<file path="config.mk">
export PLATFORM = sky130hd
export DESIGN_NAME = z80_io_initiator
export DESIGN_NICKNAME = d
export VERILOG_FILES = /design/src/rtl/z80_io_initiator.sv
export SDC_FILE = /design/constraint.sdc
export NUM_CORES = 1
export LEC_CHECK = 0
export CORE_UTILIZATION = 49
export DETAILED_ROUTE_END_ITERATION = 6
export DONT_BUFFER_PORTS = 1
export PLACE_DENSITY = 0.73
export SYNTH_ARGS = -nofsm -noshare
export SYNTH_HDL_FRONTEND = slang
export SYNTH_SLANG_ARGS = --single-unit
</file>
<file path="constraint.sdc">
create_clock -name clk -period 2.2 [get_ports clk]
set_input_delay 0.44 -clock clk [delete_from_list [all_inputs] [get_ports clk]]
set_output_delay 0.44 -clock clk [all_outputs]
set_load 0.02 [all_outputs]
</file>
<file path="src/rtl/z80_io_initiator.sv">
// Z80-style I/O bus initiator: turns one command into a single IN or OUT
// bus cycle (T1, T2, at least one TW, T3). Each T-state lasts T_CLKS clks.
// The cycle finishes with a one-clk response that carries the read data and a
// flag saying whether the cycle ran out of wait states.
module z80_io_initiator #(
  parameter int T_CLKS   = 6,
  parameter int WAIT_MAX = 255
) (
  input  logic       clk,
  input  logic       reset_n,
  input  logic       cmd_valid,
  output logic       cmd_ready,
  input  logic       cmd_write,
  input  logic [7:0] cmd_port,
  input  logic [7:0] cmd_data,
  output logic       rsp_valid,
  output logic [7:0] rsp_data,
  output logic       rsp_timeout,
  output logic [7:0] A,
  output logic [7:0] cd_out,
  output logic       cd_oe,
  input  logic [7:0] cd_in,
  output logic       iorq_n,
  output logic       rd_n,
  output logic       wr_n,
  input  logic       wait_n
);

  typedef enum logic [2:0] {
    S_IDLE = 3'd0,
    S_T1   = 3'd1,
    S_T2   = 3'd2,
    S_TW   = 3'd3,
    S_T3   = 3'd4
  } state_t;

  localparam logic [3:0] CNT_LAST = 4'(T_CLKS - 1);
  localparam logic [7:0] TW_LAST  = 8'(WAIT_MAX);

  state_t     state_q, state_d;
  logic [3:0] cnt_q, cnt_d;
  logic [7:0] tw_cnt_q, tw_cnt_d;
  logic       is_write_q, is_write_d;
  logic       timeout_q, timeout_d;
  logic [7:0] a_q, a_d;
  logic [7:0] cd_out_q, cd_out_d;
  logic       cd_oe_q, cd_oe_d;
  logic       iorq_n_q, iorq_n_d;
  logic       rd_n_q, rd_n_d;
  logic       wr_n_q, wr_n_d;
  logic       rsp_valid_q, rsp_valid_d;
  logic       rsp_timeout_q, rsp_timeout_d;
  logic [7:0] rsp_data_q, rsp_data_d;
  logic       wait_s1_q, wait_s1_d;
  logic       wait_s2_q, wait_s2_d;
  logic       cnt_last;

  // Every output comes straight from a flop (or from the state flop only).
  assign cmd_ready   = (state_q == S_IDLE);
  assign rsp_valid   = rsp_valid_q;
  assign rsp_data    = rsp_data_q;
  assign rsp_timeout = rsp_timeout_q;
  assign A           = a_q;
  assign cd_out      = cd_out_q;
  assign cd_oe       = cd_oe_q;
  assign iorq_n      = iorq_n_q;
  assign rd_n        = rd_n_q;
  assign wr_n        = wr_n_q;

  // Register all state; reset puts the bus idle with strobes released.
  always_ff @(posedge clk or negedge reset_n) begin
    if (!reset_n) begin
      state_q       <= S_IDLE;
      cnt_q         <= 4'd0;
      tw_cnt_q      <= 8'd0;
      is_write_q    <= 1'b0;
      timeout_q     <= 1'b0;
      a_q           <= 8'd0;
      cd_out_q      <= 8'd0;
      cd_oe_q       <= 1'b0;
      iorq_n_q      <= 1'b1;
      rd_n_q        <= 1'b1;
      wr_n_q        <= 1'b1;
      rsp_valid_q   <= 1'b0;
      rsp_timeout_q <= 1'b0;
      rsp_data_q    <= 8'd0;
      wait_s1_q     <= 1'b1;
      wait_s2_q     <= 1'b1;
    end else begin
      state_q       <= state_d;
      cnt_q         <= cnt_d;
      tw_cnt_q      <= tw_cnt_d;
      is_write_q    <= is_write_d;
      timeout_q     <= timeout_d;
      a_q           <= a_d;
      cd_out_q      <= cd_out_d;
      cd_oe_q       <= cd_oe_d;
      iorq_n_q      <= iorq_n_d;
      rd_n_q        <= rd_n_d;
      wr_n_q        <= wr_n_d;
      rsp_valid_q   <= rsp_valid_d;
      rsp_timeout_q <= rsp_timeout_d;
      rsp_data_q    <= rsp_data_d;
      wait_s1_q     <= wait_s1_d;
      wait_s2_q     <= wait_s2_d;
    end
  end

  // Next-state and bus-output logic; each T-state advances on the last clk of its T_CLKS window.
  always_comb begin
    state_d       = state_q;
    cnt_d         = cnt_q;
    tw_cnt_d      = tw_cnt_q;
    is_write_d    = is_write_q;
    timeout_d     = timeout_q;
    a_d           = a_q;
    cd_out_d      = cd_out_q;
    cd_oe_d       = cd_oe_q;
    iorq_n_d      = iorq_n_q;
    rd_n_d        = rd_n_q;
    wr_n_d        = wr_n_q;
    rsp_valid_d   = 1'b0;
    rsp_timeout_d = 1'b0;
    rsp_data_d    = rsp_data_q;
    wait_s1_d     = wait_n;
    wait_s2_d     = wait_s1_q;
    cnt_last      = (cnt_q == CNT_LAST);

    if (state_q != S_IDLE) begin
      cnt_d = cnt_last ? 4'd0 : cnt_q + 4'd1;
    end

    case (state_q)
      S_IDLE: begin
        cnt_d = 4'd0;
        if (cmd_valid) begin
          // Command fields are captured once here; later cmd_* changes are ignored.
          state_d    = S_T1;
          is_write_d = cmd_write;
          a_d        = cmd_port;
          timeout_d  = 1'b0;
          tw_cnt_d   = 8'd0;
          if (cmd_write) begin
            cd_out_d = cmd_data;
            cd_oe_d  = 1'b1;
          end
        end
      end
      S_T1: begin
        if (cnt_last) begin
          state_d  = S_T2;
          iorq_n_d = 1'b0;
          if (is_write_q) wr_n_d = 1'b0;
          else            rd_n_d = 1'b0;
        end
      end
      S_T2: begin
        // The first TW is unconditional: the automatic I/O wait state.
        if (cnt_last) begin
          state_d  = S_TW;
          tw_cnt_d = 8'd1;
        end
      end
      S_TW: begin
        if (cnt_last) begin
          if (wait_s2_q) begin
            state_d = S_T3;
          end else if (tw_cnt_q == TW_LAST) begin
            state_d   = S_T3;
            timeout_d = 1'b1;
          end else begin
            tw_cnt_d = tw_cnt_q + 8'd1;
          end
        end
      end
      S_T3: begin
        if (cnt_last) begin
          state_d       = S_IDLE;
          iorq_n_d      = 1'b1;
          rd_n_d        = 1'b1;
          wr_n_d        = 1'b1;
          cd_oe_d       = 1'b0;
          rsp_valid_d   = 1'b1;
          rsp_timeout_d = timeout_q;
          if (!is_write_q) rsp_data_d = cd_in;
        end
      end
      default: begin
        state_d = S_IDLE;
      end
    endcase
  end

endmodule

</file>
==> Yosys cells after proc, flatten, opt, wreduce, memory -nomap -nowiden <==
Cells that the tools add are included.
Widths: inputs -> output; s select.
{ "classes": {"eq_ne": 18, "bitwise_logic": 1, "add_sub_neg": 2, "n_mux": 38, "reduce_logical": 17} }
{ "ops": {"columns": ["cell", "count"], "rows": [
  ["$mux 8", 5],
  ["$pmux 8 s3", 1],
  ["$mux 3", 7],
  ["$ne 2x2->1 const B", 10],
  ["$mux 1", 16],
  ["$pmux 3 s5", 1],
  ["$mux 4", 3],
  ["$reduce_and 4->1", 3],
  ["$reduce_and 6->1", 2],
  ["$pmux 1 s2", 5],
  ["$reduce_and 3->1", 3],
  ["$add 8x1->8 const B", 1],
  ["$eq 8x8->1 const B", 1],
  ["$reduce_bool 2->1", 4],
  ["$eq 3x2->1 const B", 2],
  ["$reduce_bool 3->1", 2],
  ["$reduce_and 5->1", 1],
  ["$add 4x1->4 const B", 1],
  ["$eq 4x3->1 const B", 1],
  ["$eq 3x1->1 const B", 1],
  ["$eq 3x3->1 const B", 1],
  ["$logic_not 3->1", 1],
  ["$ne 3x3->1 const B", 1],
  ["$ne 2x1->1 const B", 1],
  ["2 further kinds", 2]
]} }
{ "totals": {"wordCells": 92, "reg_bits": 49, "out_inout_bits": 31, "in_bits": 29} }

==> Depth between registers and ports, before layout <==
Gate-level depths: netlist of run 1.
{ "depth": {"ltp_word": 5, "depth_mapped": 7, "depth_no_buf": 6} }

==> Worst setup path after synthesis of run 1 <==
Ideal clock, no wire load.
{ "synth_path": {"path_type": "reg2reg", "startpoint": "register state_q[1]", "endpoint": "register a_q[1] (netlist: A[1])", "arrival_ns": 1.604, "setup_time_ns": 0.125, "stages_incl_launch_ff": 6, "synth_period_minus_slack_ns": 1.729, "n_path_buf": 2, "required_ns": 2.075, "setup_slack_ns": 0.471, "cell_sequence": "dfrtp_1 buf_2 nor3_2 and2_1 buf_4 mux2_2"} }
{ "synth_via": {"elab_chain_len": 2} }
{ "synth_lines": {"columns": ["item", "line_no", "text"], "rows": [
  ["from (decl)", "40", "state_t state_q, state_d;"],
  ["from (signal assigned)", "90", "state_q <= state_d;"],
  ["$logic_not 3->1", null, null],
  ["via cmd_ready", "12", "output logic cmd_ready,"],
  ["$reduce_and 2->1 (no line)", null, null],
  ["to (signal assigned)", "78", "a_q <= 8'd0;"],
  ["to (signal assigned)", "95", "a_q <= a_d;"],
  ["to (decl)", "45", "logic [7:0] a_q, a_d;"]
]} }
The timed path passes the listed nets, and every way through them passes these cells.
A chain may end at the register's enable or synchronous reset.

==> Worst setup path in the final report of run 1 <==
{ "layout_path": {"startpoint": "register tw_cnt_q[0]", "endpoint": "register tw_cnt_q[0]"} }
{ "layout_via": {"elab_chain_len": 5, "elab_cells_between_ends": 8, "classes_between": "1 x add/sub; 2 x eq/ne; 4 x mux; 1 x reduce/logical"} }
{ "layout_lines": {"columns": ["item", "line_no", "text"], "rows": [
  ["from (decl)", "42", "logic [7:0] tw_cnt_q, tw_cnt_d;"],
  ["from (signal assigned)", "92", "tw_cnt_q <= tw_cnt_d;"],
  ["$add 8x1->8", "172", "tw_cnt_d = tw_cnt_q + 8'd1;"],
  ["$mux 8", "168", "end else if (tw_cnt_q == TW_LAST) begin"],
  ["$mux 8", "166", "if (wait_s2_q) begin"],
  ["$mux 8", "165", "if (cnt_last) begin"],
  ["$pmux 8 s3", "133", "case (state_q)"]
]} }
Several ways; a longest one is shown, not always the timed one. The select of a mux whose other input is x is not followed.

==> results.json, run 1 <==
{
  "outcome": "finished, final reports clean",
  "clockBufferDepth": 2,
  "area_growth_pct": 7.91,
  "maxCapViolations": 0,
  "async_reset_ff_share_pct": 100,
  "use_met2_pct": 32.8,
  "critPathCaptureType": "flop",
  "root_buffer": "clkbuf_8",
  "p_comb_share_pct": 23.6,
  "yosysMostFrequentCell": "dfrtp_1",
  "hp-class": "in2reg",
  "path_clk_slew_ns": 0.08,
  "tns_ns": 0,
  "p_leak_nw": 1.06,
  "cts_tree": "done",
  "grt_use_total_pct": 20.3,
  "synthFlopType": "dfrtp_1",
  "antenna_cells": 0,
  "cp.arrival_ns": 2.00,
  "min_period_over_period_pct": 82.2,
  "p_int_w": 0.00171,
  "relSlewSlack_pct": 72.5,
  "grt_busiest_layer": "met2",
  "seqPwrFrac_pct": 57.8,
  "drive_gt1_share_pct": 31.3,
  "ctsResizeCount": 0,
  "grt-ovfl-total": 0,
  "met3_usage_pct": 5.50,
  "io_buffers": 0,
  "fmax_mhz": 553,
  "cts_max_level": 2,
  "cts_sinks": 49,
  "p_sw_w": 0.00106,
  "ys_warn_count": 0,
  "critPathKind": "reg2reg",
  "cp-start-kind": "flop",
  "seq_area_frac_synth_pct": 57.3,
  "grtUsageMet1_pct": 25.8,
  "chipWidth_um": 68.3,
  "required_ns": 2.39,
  "hpwl_um": 3000,
  "avgSynthCellArea_um2": 12.7,
  "yosys.area.top_type": "dfrtp_1",
  "postLayoutCoreUtil_pct": 56.4,
  "num_vias": 1334,
  "clk_latency_ns": 0.30,
  "num-nets-final": 207,
  "wl_per_cell_um": 18.4,
  "netlist_area_um2": 2150,
  "antenna_found_initial": 0,
  "initial_core_util_pct": 52.3,
  "p_sw_share_pct": 38.3,
  "drc": 0,
  "pwr_density_cell_nw_per_um2": 1200,
  "fin_skew_ns": 0.00481,
  "drt_iter0_markers": 24,
  "dieArea_um2": 4660,
  "place_congestion": 0.804,
  "hold_viol": 0,
  "synth-seq-cells": 49,
  "pin_count": 60,
  "critPathMaxFanout": 8,
  "pwr-share-clk_pct": 18.6,
  "ir_drop_mv": 0.728,
  "final_max_slew_viol_count": 0,
  "period_needed_ns": 1.81,
  "grt_pass1_wl_um": 6710,
  "die-height_um": 68.3,
  "ys_top_cells_by_area": "dfrtp_1 51%, mux2_2 13%, dfstp_2 6.1%",
  "numCtsBuffers": 5,
  "placementRows": 23,
  "rrSetupSlack_ns": 0.39,
  "grt_pass1_vias": 1358,
  "grt_max_degree": 50,
  "setup_violations": 0,
  "synth-edff-count": 0,
  "synthCells": 169,
  "rsz0062_at_grt": "false",
  "cts_setup_buffers": 0,
  "syn_nets": 201,
  "yosys-top-cells-count": "44 x dfrtp_1, 24 x mux2_2, 14 x nor2_1",
  "yosysTopAreaCellShare_pct": 51.2,
  "p_total_w": 0.00278,
  "coreArea_um2": 4120,
  "ys_types": 45,
  "viasPerCell": 5.90,
  "dr.pass1.iters": 4,
  "ant_nets": 0,
  "wl_um": 4160,
  "worst_pin_slew_ns": 0.413
}
area by class of cell:
cell class	count	area, µm²
repair buffers	4	52.6
fillers	337	1790
clock inverters	2	15.0
clock buffers	6	72.6
flip-flops and latches	49	1230
well taps	50	62.6
inverters	7	26.3
multi-input cells	108	860
cells by family (layout without fill, tap and decap cells):
logic type	Yosys count	after routing	share of synthesized area, %
AO/OA/AOI/OAI	29	29	9.77
XOR/XNOR	2	2	0.815
adder cells (fa/ha/maj)	3	3	1.75
buffers and inverters	12	19	2.73
flip-flops	49	49	57.3
multiplexers	26	26	13.7
AND/OR/NAND/NOR	48	48	13.9
sequential cells by signal, summed over array words and instances (netlist names):
signal,flops
A,8
cd_out,8
rsp_data,8
tw_cnt_q,8
cnt_q,4
state_q,3
cd_oe,1
iorq_n,1
is_write_q,1
rd_n,1
rsp_timeout,1
rsp_valid,1
timeout_q,1
wait_s1_q,1
wait_s2_q,1
wr_n,1
final timing paths:
kind / start / end / depth (start not counted)
max: tw_cnt_q[0]$_DFFE_PN0P_ / tw_cnt_q[0]$_DFFE_PN0P_ / 5
min: wait_n / wait_s1_q$_DFF_PN1_ / 0
max reg2reg: tw_cnt_q[0]$_DFFE_PN0P_ / tw_cnt_q[0]$_DFFE_PN0P_ / 5
min reg2reg: wait_s1_q$_DFF_PN1_ / wait_s2_q$_DFF_PN1_ / 0
max in group asynchronous: reset_n / wait_s1_q$_DFF_PN1_ / 2
min in group asynchronous: reset_n / tw_cnt_q[4]$_DFFE_PN0P_ / 2
worst max-delay path, stage by stage (launching register included):
cell and delay, ns:
dfrtp_1 0.40, ha_1 0.21, and4_2 0.30, nand4_4 0.13, o211ai_4 0.32, mux2_4 0.33
power groups by stage:
stage | Sequential [W] | Clock, W | Combinational [W]
5_1_grt | 0.00164 | 0.000562 | 0.000733
4_1_cts | 0.00161 | 0.000532 | 0.000661
2_1_floorplan | 0.00152 | 0 | 0.000569
6_report | 0.00161 | 0.000518 | 0.000655
3_5_place_dp | 0.00162 | 0 | 0.000635
3_3_place_gp | 0.00160 | 0 | 0.000593
stage by stage:
stage	setup slack, ns	hold slack, ns	instance area (µm²)	cells
after global placement	0.444	0.146	2200	216
after detailed placement	0.409	0.146	2200	216
final	0.391	0.126	2320	226
after floorplan	0.471	0.144	2150	169
after CTS	0.393	0.112	2320	226
after global routing	0.255	0.109	2320	226
cell usage in the layout (no fill, tap or decap), types with 2 or more instances in the layout:
| master | synthesis | routed |
|---|---|---|
| o21ai_0 | 7 | 7 |
| o22a_2 | 2 | 2 |
| mux2_2 | 24 | 24 |
| and3_1 | 2 | 2 |
| nor2_1 | 14 | 14 |
| clkbuf_8 | 0 | 5 |
| a21oi_1 | 7 | 7 |
| dfrtp_1 | 44 | 44 |
| ha_1 | 3 | 3 |
| nand2_1 | 9 | 9 |
| nand3_1 | 4 | 4 |
| dfstp_2 | 5 | 5 |
| o22ai_1 | 3 | 3 |
| a211oi_1 | 2 | 2 |
| clkinvlp_4 | 0 | 2 |
| inv_1 | 7 | 7 |
| nor3_1 | 4 | 4 |
| buf_4 | 1 | 2 |
| o22a_1 | 2 | 2 |
layer usage:
metal	up-vias	routed length, µm
met4	0	68
met3	7	195
met5	-	0
met1	681	1740
li1	609	-
met2	37	2160
what timing repair did:
action                                 in CTS  in global routing
hold buffers                                2                  0
endpoints found under the hold margin      49                  0
setup endpoints to repair                   0                  0
(Power assumes the default switching activity.)
==> run 2, diff against run 1 <==
Settings changed: PLACE_DENSITY 0.73 to 0.75.
Clock period 2.2 ns to 1.5 ns, I/O delays scaled along.
==> results.json, run 2 (synthesis results as in run 1) <==
{
  "fin_skew_ns": 0.00706,
  "die-height_um": 68.3,
  "r2r_end": "rsp_data[3]$_DFFE_PN0P_",
  "pwr-share-clk_pct": 16.0,
  "worst_pin_slew_ns": 0.381,
  "final_max_slew_viol_count": 0,
  "preCtsSetupSlack_ns": -0.165,
  "p_sw_w": 0.00179,
  "wl_per_cell_um": 18.8,
  "critPathKind": "reg2reg",
  "pwr_density_cell_nw_per_um2": 1670,
  "outcome": "finished with violations",
  "hold_viol": 0,
  "relSlewSlack_pct": 74.5,
  "drc": 0,
  "coreArea_um2": 4120,
  "hp-class": "in2reg",
  "num_vias": 1511,
  "pin_count": 60,
  "wl_met2_um": 2530,
  "root_buffer": "clkbuf_8",
  "dieArea_um2": 4660,
  "fmax_mhz": 620,
  "cts_tree": "done",
  "worstHoldEndpoint": "A[2]$_DFFE_PN0P_",
  "ir_drop_mv": 1.22,
  "p_int_w": 0.00295,
  "cts_max_level": 2,
  "grt_pass1_wl_um": 6970,
  "num-nets-final": 243,
  "clk_latency_ns": 0.30,
  "period_needed_ns": 1.61,
  "required_ns": 1.69,
  "initial_core_util_pct": 52.3,
  "violations": "negative setup slack",
  "ant_nets": 0,
  "p_sw_share_pct": 37.8,
  "cp-start-kind": "flop",
  "critPathCaptureType": "flop",
  "hold_start": "cmd_port[2]",
  "route.layer.met1.wl_um": 1920,
  "rr_worst_depth": 7,
  "p_comb_share_pct": 34.7,
  "final_common_cell": "dfrtp_1",
  "rrSetupSlack_ns": -0.11,
  "worstReg2RegStart": "cnt_q[1]$_DFF_PN0_",
  "viasPerCell": 5.77,
  "grt_max_degree": 50,
  "path_clk_slew_ns": 0.09,
  "hpwl_um": 3340,
  "chipWidth_um": 68.3,
  "top_layer": "met4",
  "seqPwrFrac_pct": 49.3,
  "drive_gt1_share_pct": 52.8,
  "p_leak_nw": 1.30,
  "grt_use_total_pct": 21.1,
  "grt_pass1_vias": 1493,
  "worst_slack_ns": -0.112,
  "rsz0062_at_grt": "true",
  "maxCapViolations": 0,
  "io_buffers": 0,
  "numCtsBuffers": 5,
  "clockBufferDepth": 2,
  "antenna_cells": 0,
  "grt-ovfl-total": 0,
  "setup_violations": 18,
  "cp.arrival_ns": 1.80,
  "final_cell_mix": "41 x dfrtp_1, 32 x buf_4, 15 x mux2_4, 12 x nor2_1, 10 x mux2_2",
  "postLayoutCoreUtil_pct": 68.7,
  "antenna_found_initial": 0,
  "drt_iter0_markers": 54,
  "dr.pass1.iters": 4,
  "place_congestion": 0.819,
  "placementRows": 23,
  "critPathMaxFanout": 8,
  "cts_sinks": 49,
  "wl_um": 4910,
  "min_period_over_period_pct": 107,
  "area_growth_pct": 31.5,
  "met3_length_um": 314,
  "hold_depth": 1
}
==> run 2: cell types whose count changed in the layout (fill, tap and decap cells not counted), moves of 3 or more <==
cell / previous run / this run
buf_4: 2 / 32
dfrtp_1: 44 / 41
buf_12: 0 / 3
mux2_4: 1 / 15
mux2_2: 24 / 10
dfrtp_2: 0 / 3
==> run 2: routing by layer <==
layer | global-route usage (%) | vias to the layer above
met5 | 0 | -
met4 | 10.9 | 0
met3 | 7.67 | 17
met2 | 34.6 | 62
met1 | 24.1 | 750
li1 | - | 682
==> run 2: power by group through the flow <==
| stage | clock [W] | combinational, W | sequential [W] |
|---|---|---|---|
| 2_1_floorplan | 0 | 0.000941 | 0.00224 |
| 3_3_place_gp | 0 | 0.00133 | 0.00232 |
| 3_5_place_dp | 0 | 0.00144 | 0.00234 |
| 4_1_cts | 0.000776 | 0.00154 | 0.00234 |
| 5_1_grt | 0.000837 | 0.00177 | 0.00238 |
| 6_report | 0.000757 | 0.00164 | 0.00233 |
==> run 2: final cells by class <==
cell class	count	area, µm²
fillers	294	1290
flip-flops and latches	49	1240
multi-input cells	108	1040
repair buffers	40	370
clock buffers	6	72.6
well taps	50	62.6
inverters	7	26.3
clock inverters	2	15.0
==> run 2: critical path: stages, from the launching register on <==
cell and delay, ns:
dfrtp_1 0.40, inv_2 0.07, ha_4 0.14, nand3b_4 0.12, buf_12 0.15, nor3_4 0.15
buf_12 0.16, mux2_4 0.30
==> run 2: worst max path at each step <==
| stage | startpoint | endpoint | slack [ns] | cells past startpoint |
|---|---|---|---|---|
| global route | cnt_q[1]$_DFF_PN0_ | rsp_data[3]$_DFFE_PN0P_ | -0.18 | 7 |
| CTS | cnt_q[1]$_DFF_PN0_ | rsp_data[3]$_DFFE_PN0P_ | -0.14 | 7 |
| floorplan | tw_cnt_q[0]$_DFFE_PN0P_ | tw_cnt_q[0]$_DFFE_PN0P_ | -0.11 | 5 |
| detailed placement | cnt_q[1]$_DFF_PN0_ | tw_cnt_q[6]$_DFFE_PN0P_ | -0.17 | 6 |
| finish | cnt_q[1]$_DFF_PN0_ | rsp_data[3]$_DFFE_PN0P_ | -0.11 | 7 |
| global placement | cnt_q[1]$_DFF_PN0_ | tw_cnt_q[7]$_DFFE_PN0P_ | -0.11 | 6 |
==> run 2: timing repair <==
action,CTS,global route
pin swaps,5,6
gates resized for setup,12,12
hold buffers,3,0
setup buffers,2,7
setup endpoints to repair,28,27
hold endpoints to repair,50,0
==> run 2: stage by stage <==
step	cell area, µm²	setup TNS [ns]	hold slack (ns)	power (W)	cells
floorplan	2260	-1.40	0.00441	0.00318	169
global placement	2520	-1.37	0.00597	0.00365	242
detailed placement	2520	-2.20	0.00563	0.00377	242
CTS	2710	-1.33	0.128	0.00465	255
global route	2830	-2.30	0.115	0.00498	262
finish	2830	-1.18	0.135	0.00474	262
==> run 3, diff against run 2 <==
Settings changed: ABC_AREA set to 1, PLACE_DENSITY 0.75 to 0.66.
==> results.json, run 3 <==
{
  "seq_area_frac_synth_pct": 53.6,
  "setup_violations": 0,
  "hpwl_um": 3180,
  "netlist_area_um2": 2300,
  "antenna_cells": 0,
  "place_inst": 330,
  "pin_count": 60,
  "final_area_um2": 2690,
  "chipWidth_um": 70.5,
  "violations": "design-rule violations",
  "cts_tree": "done",
  "numCtsBuffers": 5,
  "pwr_density_cell_nw_per_um2": 2090,
  "antenna_found_initial": 0,
  "post_dp_cell_area_um2": 2400,
  "cts_max_level": 2,
  "dieArea_um2": 4970,
  "ys_types": 27,
  "yosysTopAreaCellShare_pct": 47.9,
  "worst_pin_slew_ns": 0.329,
  "relSlewSlack_pct": 78.1,
  "fin_skew_ns": 0.0132,
  "required_ns": 1.20,
  "hp-class": "in2reg",
  "cts_sinks": 49,
  "clockBufferDepth": 2,
  "die-height_um": 70.5,
  "drc": 6,
  "drt_iter0_markers": 121,
  "dr.pass1.iters": 6,
  "ys_top_cells_by_area": "dfrtp_1 48%, nand2_1 19%, dfstp_2 5.7%",
  "grt-ovfl-total": 0,
  "initial_core_util_pct": 51.7,
  "max_stage_delay_ns": 0.44,
  "area_growth_pct": 16.8,
  "ir_drop_mv": 1.30,
  "root_buffer": "clkbuf_8",
  "avgSynthCellArea_um2": 8.45,
  "fmax_mhz": 699,
  "final_common_cell": "nand2_1",
  "yosys-top-cells-count": "116 x nand2_1, 44 x dfrtp_1, 22 x nand3_1, 22 x nor2_1, 14 x inv_1",
  "period_needed_ns": 1.43,
  "yosys.area.top_type": "dfrtp_1",
  "io_buffers": 0,
  "critPathKind": "reg2out",
  "grt_pass1_wl_um": 7940,
  "outcome": "finished with violations",
  "min_period_over_period_pct": 95.4,
  "rrSetupSlack_ns": 0.08,
  "grt_use_total_pct": 20.2,
  "clk_latency_ns": 0.30,
  "hold_viol": 0,
  "async_reset_ff_share_pct": 100,
  "coreArea_um2": 4440,
  "cp-start-kind": "flop",
  "ys_warn_count": 0,
  "num-nets-final": 328,
  "p_leak_nw": 1.35,
  "synth-seq-cells": 49,
  "viasPerCell": 5.16,
  "grt_max_degree": 50,
  "synth-edff-count": 0,
  "cpMaxStageDelayCell": "dfrtp_2",
  "path_clk_slew_ns": 0.10,
  "rsz0062_at_grt": "false",
  "place_congestion": 0.826,
  "placementRows": 24,
  "synthFlopType": "dfrtp_1",
  "cp.arrival_ns": 1.13,
  "worstPathCellList": "nor2_4 -> nand2_2 -> inv_2 -> buf_4",
  "critPathMaxFanout": 3,
  "synthCells": 272,
  "final_cell_mix": "113 x nand2_1, 42 x dfrtp_1, 22 x nand3_1, 21 x nor2_1, 16 x buf_4",
  "final_max_slew_viol_count": 0,
  "hold_slack_ns": 0.107,
  "maxCapViolations": 0,
  "grt_pass1_vias": 1784,
  "yosysMostFrequentCell": "nand2_1",
  "ant_nets": 0,
  "critPathCaptureType": "primary output",
  "drive_gt1_share_pct": 20.9,
  "fin_cells": 349,
  "postLayoutCoreUtil_pct": 60.4,
  "num_vias": 1802,
  "tns_ns": 0,
  "wl_per_cell_um": 13.2,
  "syn_nets": 304,
  "wl_um": 4610
}
-- run 3: final cells by class --
class | count | area [µm²]
inverter | 21 | 81.3
multi-input combinational | 198 | 990
clock inverter | 3 | 46.3
clock buffer | 5 | 68.8
timing repair buffer | 21 | 199
fill | 396 | 1760
tap | 52 | 65.1
sequential | 49 | 1230
-- run 3: cell families (layout without fill, tap and decap cells) --
group                    count (synthesis)  in the layout  synth area share [%]
adder cells (fa/ha/maj)                  3              3                  1.63
XOR/XNOR                                 2              2                 0.762
AND/OR/NAND/NOR                        182            182                  36.5
buffers and inverters                   25             50                  5.01
AO/OA/AOI/OAI                           11             11                  2.50
flip-flops                              49             49                  53.6
-- run 3: repair_timing --
| item | 4_1_cts | 5_1_grt |
|---|---|---|
| hold buffers | 3 | 0 |
| endpoints found under the setup margin | 1 | 23 |
| setup buffers | 3 | 5 |
| endpoints found under the hold margin | 50 | 0 |
| pin swaps | 1 | 3 |
| gates resized for setup | 2 | 11 |
-- run 3: path summary, 6_finish.rpt --
check / start / to / cells past startpoint
setup / recovery: state_q[2]$_DFFE_PN0P_ / cmd_ready / 4
hold / removal: cmd_data[1] / cd_out[1]$_DFFE_PN0P_ / 2
setup reg to reg: state_q[2]$_DFFE_PN0P_ / tw_cnt_q[2]$_DFFE_PN0P_ / 8
hold reg to reg: wait_s1_q$_DFF_PN1_ / wait_s2_q$_DFF_PN1_ / 0
max in group asynchronous: reset_n / wait_s1_q$_DFF_PN1_ / 2
min in group asynchronous: reset_n / rsp_data[4]$_DFFE_PN0P_ / 2
-- run 3: layer usage --
| layer | global-route usage (%) | up-vias | share of wire [%] | wire length, µm |
|---|---|---|---|---|
| li1 | - | 895 | - | - |
| met1 | 28.5 | 852 | 46 | 2110 |
| met3 | 4.91 | 2 | 6.1 | 281 |
| met2 | 31.4 | 53 | 48 | 2190 |
| met5 | 0 | - | 0 | 0 |
| met4 | 4.76 | 0 | 0.54 | 25 |
-- run 3: power breakdown --
part | switching (W) | total (W) | internal, W
registers | 0.000722 | 0.00251 | 0.00179
logic | 0.00129 | 0.00216 | 0.000872
clock network | 0.000437 | 0.000937 | 0.000499
total | 0.00245 | 0.00561 | 0.00316
-- run 3: worst max-delay path: cells and delay by family, from the launching register on --
| family | cells | cell delay [ns] |
|---|---|---|
| flip-flops | 1 | 0.44 |
| AND/OR/NAND/NOR | 2 | 0.21 |
| buffers and inverters | 2 | 0.19 |
-- run 3: metrics by stage --
stage,setup WS (ns),power (W)
6_report,0.0690,0.00561
5_1_grt,0.00589,0.00602
4_1_cts,0.00340,0.00536
3_5_place_dp,0.0305,0.00429
3_3_place_gp,0.0382,0.00425
2_1_floorplan,0.136,0.00386
